[src/rtl/morse_tone_if.sv]
// Request/handshake bundle for morse_tone_seq: start strobe, tone parameters, busy/done status and beep lines.
// The mute line exists only when BEEP_MUTE_EN is defined.
interface morse_tone_if #(
    parameter int unsigned NUM_CH = 4,
    parameter int unsigned DIV_W  = 16,
    parameter int unsigned DUR_W  = 24
) ();
    localparam int unsigned CH_W = (NUM_CH > 1) ? $clog2(NUM_CH) : 1;

    logic              start;
    logic [CH_W-1:0]   ch_sel;
    logic [DIV_W-1:0]  half_period;
    logic [DUR_W-1:0]  duration;
    logic [DUR_W-1:0]  gap;
    logic              busy;
    logic              done;
    logic [NUM_CH-1:0] beep;
`ifdef BEEP_MUTE_EN
    logic              mute;

    modport master (output start, ch_sel, half_period, duration, gap, mute,
                    input  busy, done, beep);
    modport slave  (input  start, ch_sel, half_period, duration, gap, mute,
                    output busy, done, beep);
`else
    modport master (output start, ch_sel, half_period, duration, gap,
                    input  busy, done, beep);
    modport slave  (input  start, ch_sel, half_period, duration, gap,
                    output busy, done, beep);
`endif
endinterface

[src/rtl/morse_tone_seq.sv]
// Multi-channel square-wave tone sequencer: one request plays a tone of programmable half-period,
// length and trailing gap on one channel. Optional macro BEEP_MUTE_EN adds a registered output mute.
module morse_tone_seq #(
    parameter int unsigned NUM_CH = 4,
    parameter int unsigned DIV_W  = 16,
    parameter int unsigned DUR_W  = 24
) (
    input  logic         clk,
    input  logic         rst,
    morse_tone_if.slave  bus
);
    localparam int unsigned CH_W = (NUM_CH > 1) ? $clog2(NUM_CH) : 1;

    typedef enum logic [1:0] {IDLE, PLAY, GAP} state_t;

    state_t            state_q;
    logic              busy_q;
    logic              done_q;
    logic [NUM_CH-1:0] beep_q;
    logic [CH_W-1:0]   ch_q;
    logic [DIV_W-1:0]  hp_m1_q;
    logic [DIV_W-1:0]  div_cnt_q;
    logic [DUR_W-1:0]  dur_q;
    logic [DUR_W-1:0]  gap_q;
    logic [DUR_W-1:0]  cnt_q;
    logic [DIV_W-1:0]  hp_m1_d;

    // A zero half-period behaves like one, so the wrap point is never below zero.
    assign hp_m1_d = (bus.half_period == '0) ? '0 : bus.half_period - DIV_W'(1);

    always_ff @(posedge clk or posedge rst) begin
        if (rst) begin
            state_q   <= IDLE;
            busy_q    <= 1'b0;
            done_q    <= 1'b0;
            beep_q    <= '0;
            ch_q      <= '0;
            hp_m1_q   <= '0;
            div_cnt_q <= '0;
            dur_q     <= '0;
            gap_q     <= '0;
            cnt_q     <= '0;
        end else begin
            done_q <= 1'b0;
            case (state_q)
                IDLE: begin
                    if (bus.start) begin
                        ch_q      <= bus.ch_sel;
                        hp_m1_q   <= hp_m1_d;
                        dur_q     <= bus.duration;
                        gap_q     <= bus.gap;
                        div_cnt_q <= '0;
                        cnt_q     <= '0;
                        if (bus.duration != '0) begin
                            state_q <= PLAY;
                            busy_q  <= 1'b1;
                        end else if (bus.gap != '0) begin
                            state_q <= GAP;
                            busy_q  <= 1'b1;
                        end else begin
                            done_q  <= 1'b1;
                        end
                    end
                end
                PLAY: begin
                    cnt_q <= cnt_q + DUR_W'(1);
                    if (div_cnt_q == hp_m1_q) begin
                        div_cnt_q <= '0;
                        // Channels outside the implemented range never match, giving a silent tone.
                        for (int unsigned i = 0; i < NUM_CH; i++) begin
                            if (32'(ch_q) == i) beep_q[i] <= ~beep_q[i];
                        end
                    end else begin
                        div_cnt_q <= div_cnt_q + DIV_W'(1);
                    end
                    // End of tone wins over a same-edge toggle.
                    if (cnt_q == dur_q - DUR_W'(1)) begin
                        beep_q <= '0;
                        cnt_q  <= '0;
                        if (gap_q != '0) begin
                            state_q <= GAP;
                        end else begin
                            state_q <= IDLE;
                            busy_q  <= 1'b0;
                            done_q  <= 1'b1;
                        end
                    end
                end
                GAP: begin
                    if (cnt_q == gap_q - DUR_W'(1)) begin
                        cnt_q   <= '0;
                        state_q <= IDLE;
                        busy_q  <= 1'b0;
                        done_q  <= 1'b1;
                    end else begin
                        cnt_q <= cnt_q + DUR_W'(1);
                    end
                end
                default: begin
                    state_q <= IDLE;
                    busy_q  <= 1'b0;
                    beep_q  <= '0;
                end
            endcase
        end
    end

    assign bus.busy = busy_q;
    assign bus.done = done_q;

`ifdef BEEP_MUTE_EN
    logic mute_q;

    // Mask only the outputs so the divider phase keeps running underneath.
    always_ff @(posedge clk or posedge rst) begin
        if (rst) mute_q <= 1'b0;
        else     mute_q <= bus.mute;
    end

    assign bus.beep = beep_q & ~{NUM_CH{mute_q}};
`else
    assign bus.beep = beep_q;
`endif

endmodule
[src/flat_wrapper.sv]
// flat-port wrapper written by rule: the top's interface ports become plain ports
module morse_tone_seq_flat 
#(
    parameter int unsigned NUM_CH = 4,
    parameter int unsigned DIV_W  = 16,
    parameter int unsigned DUR_W  = 24
)
  (clk, rst, bus_start, bus_ch_sel, bus_half_period, bus_duration, bus_gap, bus_busy, bus_done, bus_beep);
  morse_tone_if #(.NUM_CH(NUM_CH), .DIV_W(DIV_W), .DUR_W(DUR_W)) bus_i ();
  input  logic clk;
  input  logic rst;
  input wire logic [$bits(bus_i.start)-1:0] bus_start;
  input wire logic [$bits(bus_i.ch_sel)-1:0] bus_ch_sel;
  input wire logic [$bits(bus_i.half_period)-1:0] bus_half_period;
  input wire logic [$bits(bus_i.duration)-1:0] bus_duration;
  input wire logic [$bits(bus_i.gap)-1:0] bus_gap;
  output wire logic [$bits(bus_i.busy)-1:0] bus_busy;
  output wire logic [$bits(bus_i.done)-1:0] bus_done;
  output wire logic [$bits(bus_i.beep)-1:0] bus_beep;
  assign bus_i.start = bus_start;
  assign bus_i.ch_sel = bus_ch_sel;
  assign bus_i.half_period = bus_half_period;
  assign bus_i.duration = bus_duration;
  assign bus_i.gap = bus_gap;
  assign bus_busy = bus_i.busy;
  assign bus_done = bus_i.done;
  assign bus_beep = bus_i.beep;
  morse_tone_seq #(.NUM_CH(NUM_CH), .DIV_W(DIV_W), .DUR_W(DUR_W)) u_core (.clk(clk), .rst(rst), .bus(bus_i));
endmodule
[config.mk]
export PLATFORM = sky130hd
export DESIGN_NAME = morse_tone_seq_flat
export DESIGN_NICKNAME = d
export VERILOG_FILES = /design/src/rtl/morse_tone_if.sv /design/src/rtl/morse_tone_seq.sv /design/src/flat_wrapper.sv
export SDC_FILE = /design/constraint.sdc
export NUM_CORES = 1
export LEC_CHECK = 0
export ABC_AREA = 1
export CAP_MARGIN = 10
export CORE_MARGIN = 2
export CORE_UTILIZATION = 45
export DETAILED_ROUTE_END_ITERATION = 12
export PLACE_DENSITY_LB_ADDON = 0.2
export SYNTH_ARGS = -nofsm -noshare
export SYNTH_HDL_FRONTEND = slang
export SYNTH_SLANG_ARGS = --single-unit
[constraint.sdc]
create_clock -name clk -period 6.6 [get_ports clk]
set_clock_uncertainty 0.15 [all_clocks]
set_input_delay 1.32 -clock clk [delete_from_list [all_inputs] [get_ports clk]]
set_output_delay 1.32 -clock clk [all_outputs]
set_load 0.005 [all_outputs]
# Word level (Yosys, flattened, before mapping)
# Index checks and enable logic that the tools add are counted.
# op_classes
mux	36
eq_ne	18
n_addsub	5
n_reduce_logical	18
bitwise_logic	5
# ops
op	n
$mux W24	3
$pmux W24 S3	1
$reduce_bool A24 Y1	3
$eq A24 B24 Y1	2
$mux W16	3
$sub A24 B1 Y24 const B	2
$pmux W16 S2	1
$add A24 B1 Y24 const B	1
$ne A3 B1 Y1 const B	6
$add A16 B1 Y16 const B	1
$eq A16 B16 Y1	1
$logic_not A16 Y1	1
$mux W1	16
$sub A16 B1 Y16 const B	1
$mux W2	6
$reduce_and A3 Y1	4
$mux W4	2
$pmux W4 S2	1
$eq A2 B2 Y1 const B	3
$pmux W1 S3	2
$pmux W2 S3	1
$reduce_and A2 Y1	3
$not A1 Y1	5
$reduce_and A5 Y1	1
8 further kinds	12
# word_totals
ff_bits	114
out_inout_bits	6

# Longest topological paths before layout
# logic_depth
word_depth	5
mapped_depth	18

# Worst setup path before layout
# Ideal clock, no wire load.
# synth_path
kind	in2reg
from	input bus_half_period[0]
to	register u_core.hp_m1_q[11]
setup_ns	0.132
arrival_ns	2.794
cell_stages	10
setup_slack_ns	3.524
required_ns	6.318
cell_sequence	inv_1 ha_1 nand2_1 nor3_1 inv_1 nor2_1 nand2_1 o21ai_1 buf_2 o22ai_1
# synth_via
elab_chain_len	2
elab_cells_between_ends	3
cone_classes	add/sub: 1; mux: 1; reduce/logical: 1
# synth_lines
element	line_no	rtl
start: declaration	flat_wrapper.sv:14	input wire logic [$bits(bus_i.half_period)-1:0] bus_half_period;
$sub A16 B1 Y16 / $logic_not A16 Y1 (equally long branches)	morse_tone_seq.sv:29	assign hp_m1_d = (bus.half_period == '0) ? '0 : bus.half_period - DIV_W'(1);
$mux W16 *	morse_tone_seq.sv:29	
end signal: assignment	morse_tone_seq.sv:49	hp_m1_q <= hp_m1_d;
end: declaration	morse_tone_seq.sv:21	logic [DIV_W-1:0] hp_m1_q;
# Mark *: on every way between the ends. The rest lies on a longest branch, timed or not.
# A chain may end at the register's enable or synchronous reset.

# Worst setup path after layout
# layout_path
from	input bus_half_period[0]
to	register u_core.hp_m1_q[15]
# Same word-level chain as after synthesis.

==> metrics <==
Die Area=0.01853 mm²; vias after detailed routing=7256; Seq cells post-synth=114; number of different library cells in the post-synthesis netlist=37; top area cells in the synthesized netlist=dfrtp_1 (36%), nand2_1 (14%), nor2_1 (7.8%), inv_1 (7.4%), xor2_1 (6.0%); capture endpoint of the worst hold path=u_core.bus.beep[3]; layout cell share with drive strength beyond 1=4.664%; combinational cell fraction of total power=41.9%; number of global-route vias before repair=7007; aggregate negative setup slack=0 ns; share of synthesized cell area in full adder, half adder and majority cells=1.593%; Post-CTS Setup Repair Bufs=0; combinational family with the most area after synthesis=simple AND/OR/NAND/NOR gates; Worst Setup Path Type=input port to flip-flop; final number of hold-violating endpoints=0; synthesized area divided by synthesized cell count=6.867 µm²; share of the synthesized area in compound gates (AO/OA/AOI/OAI)=8.377%; basic-gate share of the synthesized area counting and, or, nand and nor cells=34.05%; cell taking the most area after synthesis=dfrtp_1; post-placement cell area=0.008782 mm²; number of buffers created by CTS=17; buffers from clock root to sink, at most=2; number of nets at the end of the flow=1289; crit path DAT=3.75 ns; post-route clock period utilization=54.85%; gpl congestion=0.8777; number of standard-cell rows in the floorplan=48; minimum setup slack among reg-to-reg paths=3.61 ns; pin count of the biggest net entering global routing=95; placed cell count=1416; fraction of post-synthesis cell area in the top cell type by area=36.31%; Min Clock Period, post-route=3.620 ns; maximum achievable frequency=276.2 MHz; Skew-Pair Late Insertion Delay=0.42 ns; Initial DRC Count=372; hpwl dp=15.08 mm; footprint of the flip-flops and latches=0.002853 mm²; switching share of power=42.27%; antenna violations before repair=0; filler instances=1681; DRC violation count after routing=0; overall global routing resource usage=22.87%; number of inserted diodes=0; final design area excluding fillers=0.009422 mm²; mux contribution to synthesized area=0%; synthesized net count=1223; worst-margin pin slew=0.9665 ns; Post-Syn Instances=1144; outcome=completed; Sink Count=114; Worst setup startpoint=bus_half_period[0]; first-pass GRT wire length=33.65 mm; post-CTS resize count=0; register area share after synthesis=36.31%; fraction of power consumed by sequential logic=31.4%; startpoint of the lowest-slack register-to-register path=u_core.state_q[1]; headroom to the max-slew limit=35.57%; switching power of the nets=1607 µW; xor and xnor area share after synthesis=10.59%; area used by multi-input combinational logic=0.004293 mm²; Area growth, synth to finish=19.92%; Synth Cell Area=0.007856 mm²; maximum VDD drop=213.0 µV; Worst R2R Path Depth=9; number of H-tree levels=4; count of pins over their slew limit=0; total design power=3802 µW; Power Density=403.5 mW/mm²; kind of start point of the critical path=input port; final wirelength=19.65 mm; grt total ovfl=0; per-cell routed wire length=13.58 µm; hold buffers post-CTS=0; Max Fanout on Critical Path=16; Core Footprint=0.01718 mm²; Min-Delay Startpoint=u_core.bus.beep[3]; number of max-cap violations=0; terminus of the critical flop-to-flop path=u_core.div_cnt_q[7]; iteration count of the initial detailed-routing pass=5; min-delay worst type=flip-flop to flip-flop; input/output buffers=74; top-level I/O count=75; standby leakage power=0.004423 µW; RSZ-0062 raised after global routing=no; crit path capture type=flip-flop; Data required, critical path=6.73 ns; die span in x=136.1 µm; Clock power frac=26.7%; Initial Utilization=45.74%; die height=136.1 µm; hold depth=2; ANT nets after route=0; library cell used as clock root buffer=clkbuf_16; number of warnings printed during yosys synthesis=0; detailed-route vias per instance=5.015; final cell count without fillers=1447; Finish-stage setup viols=0; clock transition at the registers of the reported paths=0.06 ns; cell internal power dissipation=2195 µW; TritonCTS clock tree=done
cell usage in the layout, fill, tap and decap left out, types with 17 or more instances in the layout:
| master | n |
|---|---|
| clkbuf_16 | 17 |
| nor3_1 | 22 |
| nand3_1 | 60 |
| nor2_1 | 164 |
| nand4_1 | 36 |
| xnor2_1 | 41 |
| dfrtp_1 | 114 |
| clkdlybuf4s50_1 | 74 |
| nand2_1 | 297 |
| xor2_1 | 54 |
| o21ai_0 | 74 |
| inv_1 | 154 |
| o22ai_1 | 17 |
synth_stat cells (all sizes together):
master	number
a211oi	1
o21bai	5
clkbuf	21
or2	2
xor2	54
o2bb2ai	1
o22ai	17
nor2	175
nor3b	1
buf	9
nand3b	12
a21boi	2
and2	2
o211ai	5
nand4	36
xnor2	41
nand2	302
a21oi	10
nor3	22
ha	10
nor4	7
o21ai	76
inv	156
nand3	62
dfrtp	114
clkinv	1
worst max path at each step:
stage                                     to  depth (start not counted)
after floorplan           u_core.bus.beep[0]                          1
after global placement    u_core.hp_m1_q[15]                         11
after detailed placement  u_core.hp_m1_q[15]                         11
after CTS                 u_core.hp_m1_q[15]                         11
after global routing      u_core.hp_m1_q[15]                         11
final                     u_core.hp_m1_q[15]                         11
power by group through the flow:
stage	registers (µW)	clock network [µW]	logic (µW)
floorplan	1120	0	1260
global placement	1200	0	1560
detailed placement	1210	0	1580
CTS	1200	1020	1600
global route	1230	1060	1860
finish	1200	1010	1590
critical path, stage by stage:
cell and delay [ns]:
clkdlybuf4s50_1 0.41, inv_1 0.08, ha_1 0.19, nand2_1 0.09, nor3_1 0.30, inv_1 0.07, nor2_1 0.19, nand2_1 0.11
o21ai_1 0.73, nor2_1 0.11, o2bb2ai_1 0.15
area by class of cell:
cell class | instances | share of cell area (%)
multi-input combinational | 843 | 45.56
tap | 225 | 2.988
inverter | 157 | 6.282
clock buffer | 18 | 4.555
sequential | 114 | 30.28
timing repair buffer | 77 | 8.101
clock inverter | 13 | 2.231
state kept, by name, indices dropped and copies added (netlist names):
name,flops
u_core.cnt_q,24
u_core.dur_q,24
u_core.gap_q,24
u_core.div_cnt_q,16
u_core.hp_m1_q,16
u_core.bus.beep,4
u_core.ch_q,2
u_core.state_q,2
u_core.bus.busy,1
u_core.bus.done,1
stage by stage:
stage	worst slack, ns	util, %	hold WS (ns)
3_5_place_dp	2.512	51.13	0.3362
4_1_cts	2.952	54.85	0.3561
3_3_place_gp	2.528	51.13	0.3388
6_report	2.980	54.85	0.3495
2_1_floorplan	2.114	-	0.3030
5_1_grt	2.599	54.85	0.3804
logic make-up (layout without fill, tap and decap cells):
kind of cell | Yosys count | count (layout)
and+or+nand+nor | 621 | 621
xor gates and xnor gates | 95 | 95
adders and majority gates | 10 | 10
DFF | 114 | 114
buffers and inverters | 187 | 265
AOI/OAI and AO/OA | 117 | 117
routing by layer:
metal / GRT usage (%) / wire, µm / vias to the layer above
met5: 0 / 0 / -
met4: 6.076 / 289 / 0
met3: 4.549 / 844 / 24
met2: 40.09 / 9667 / 139
met1: 28.71 / 8852 / 3329
li1: - / - / 3764
Note: power is estimated with default switching activity, not from simulation.
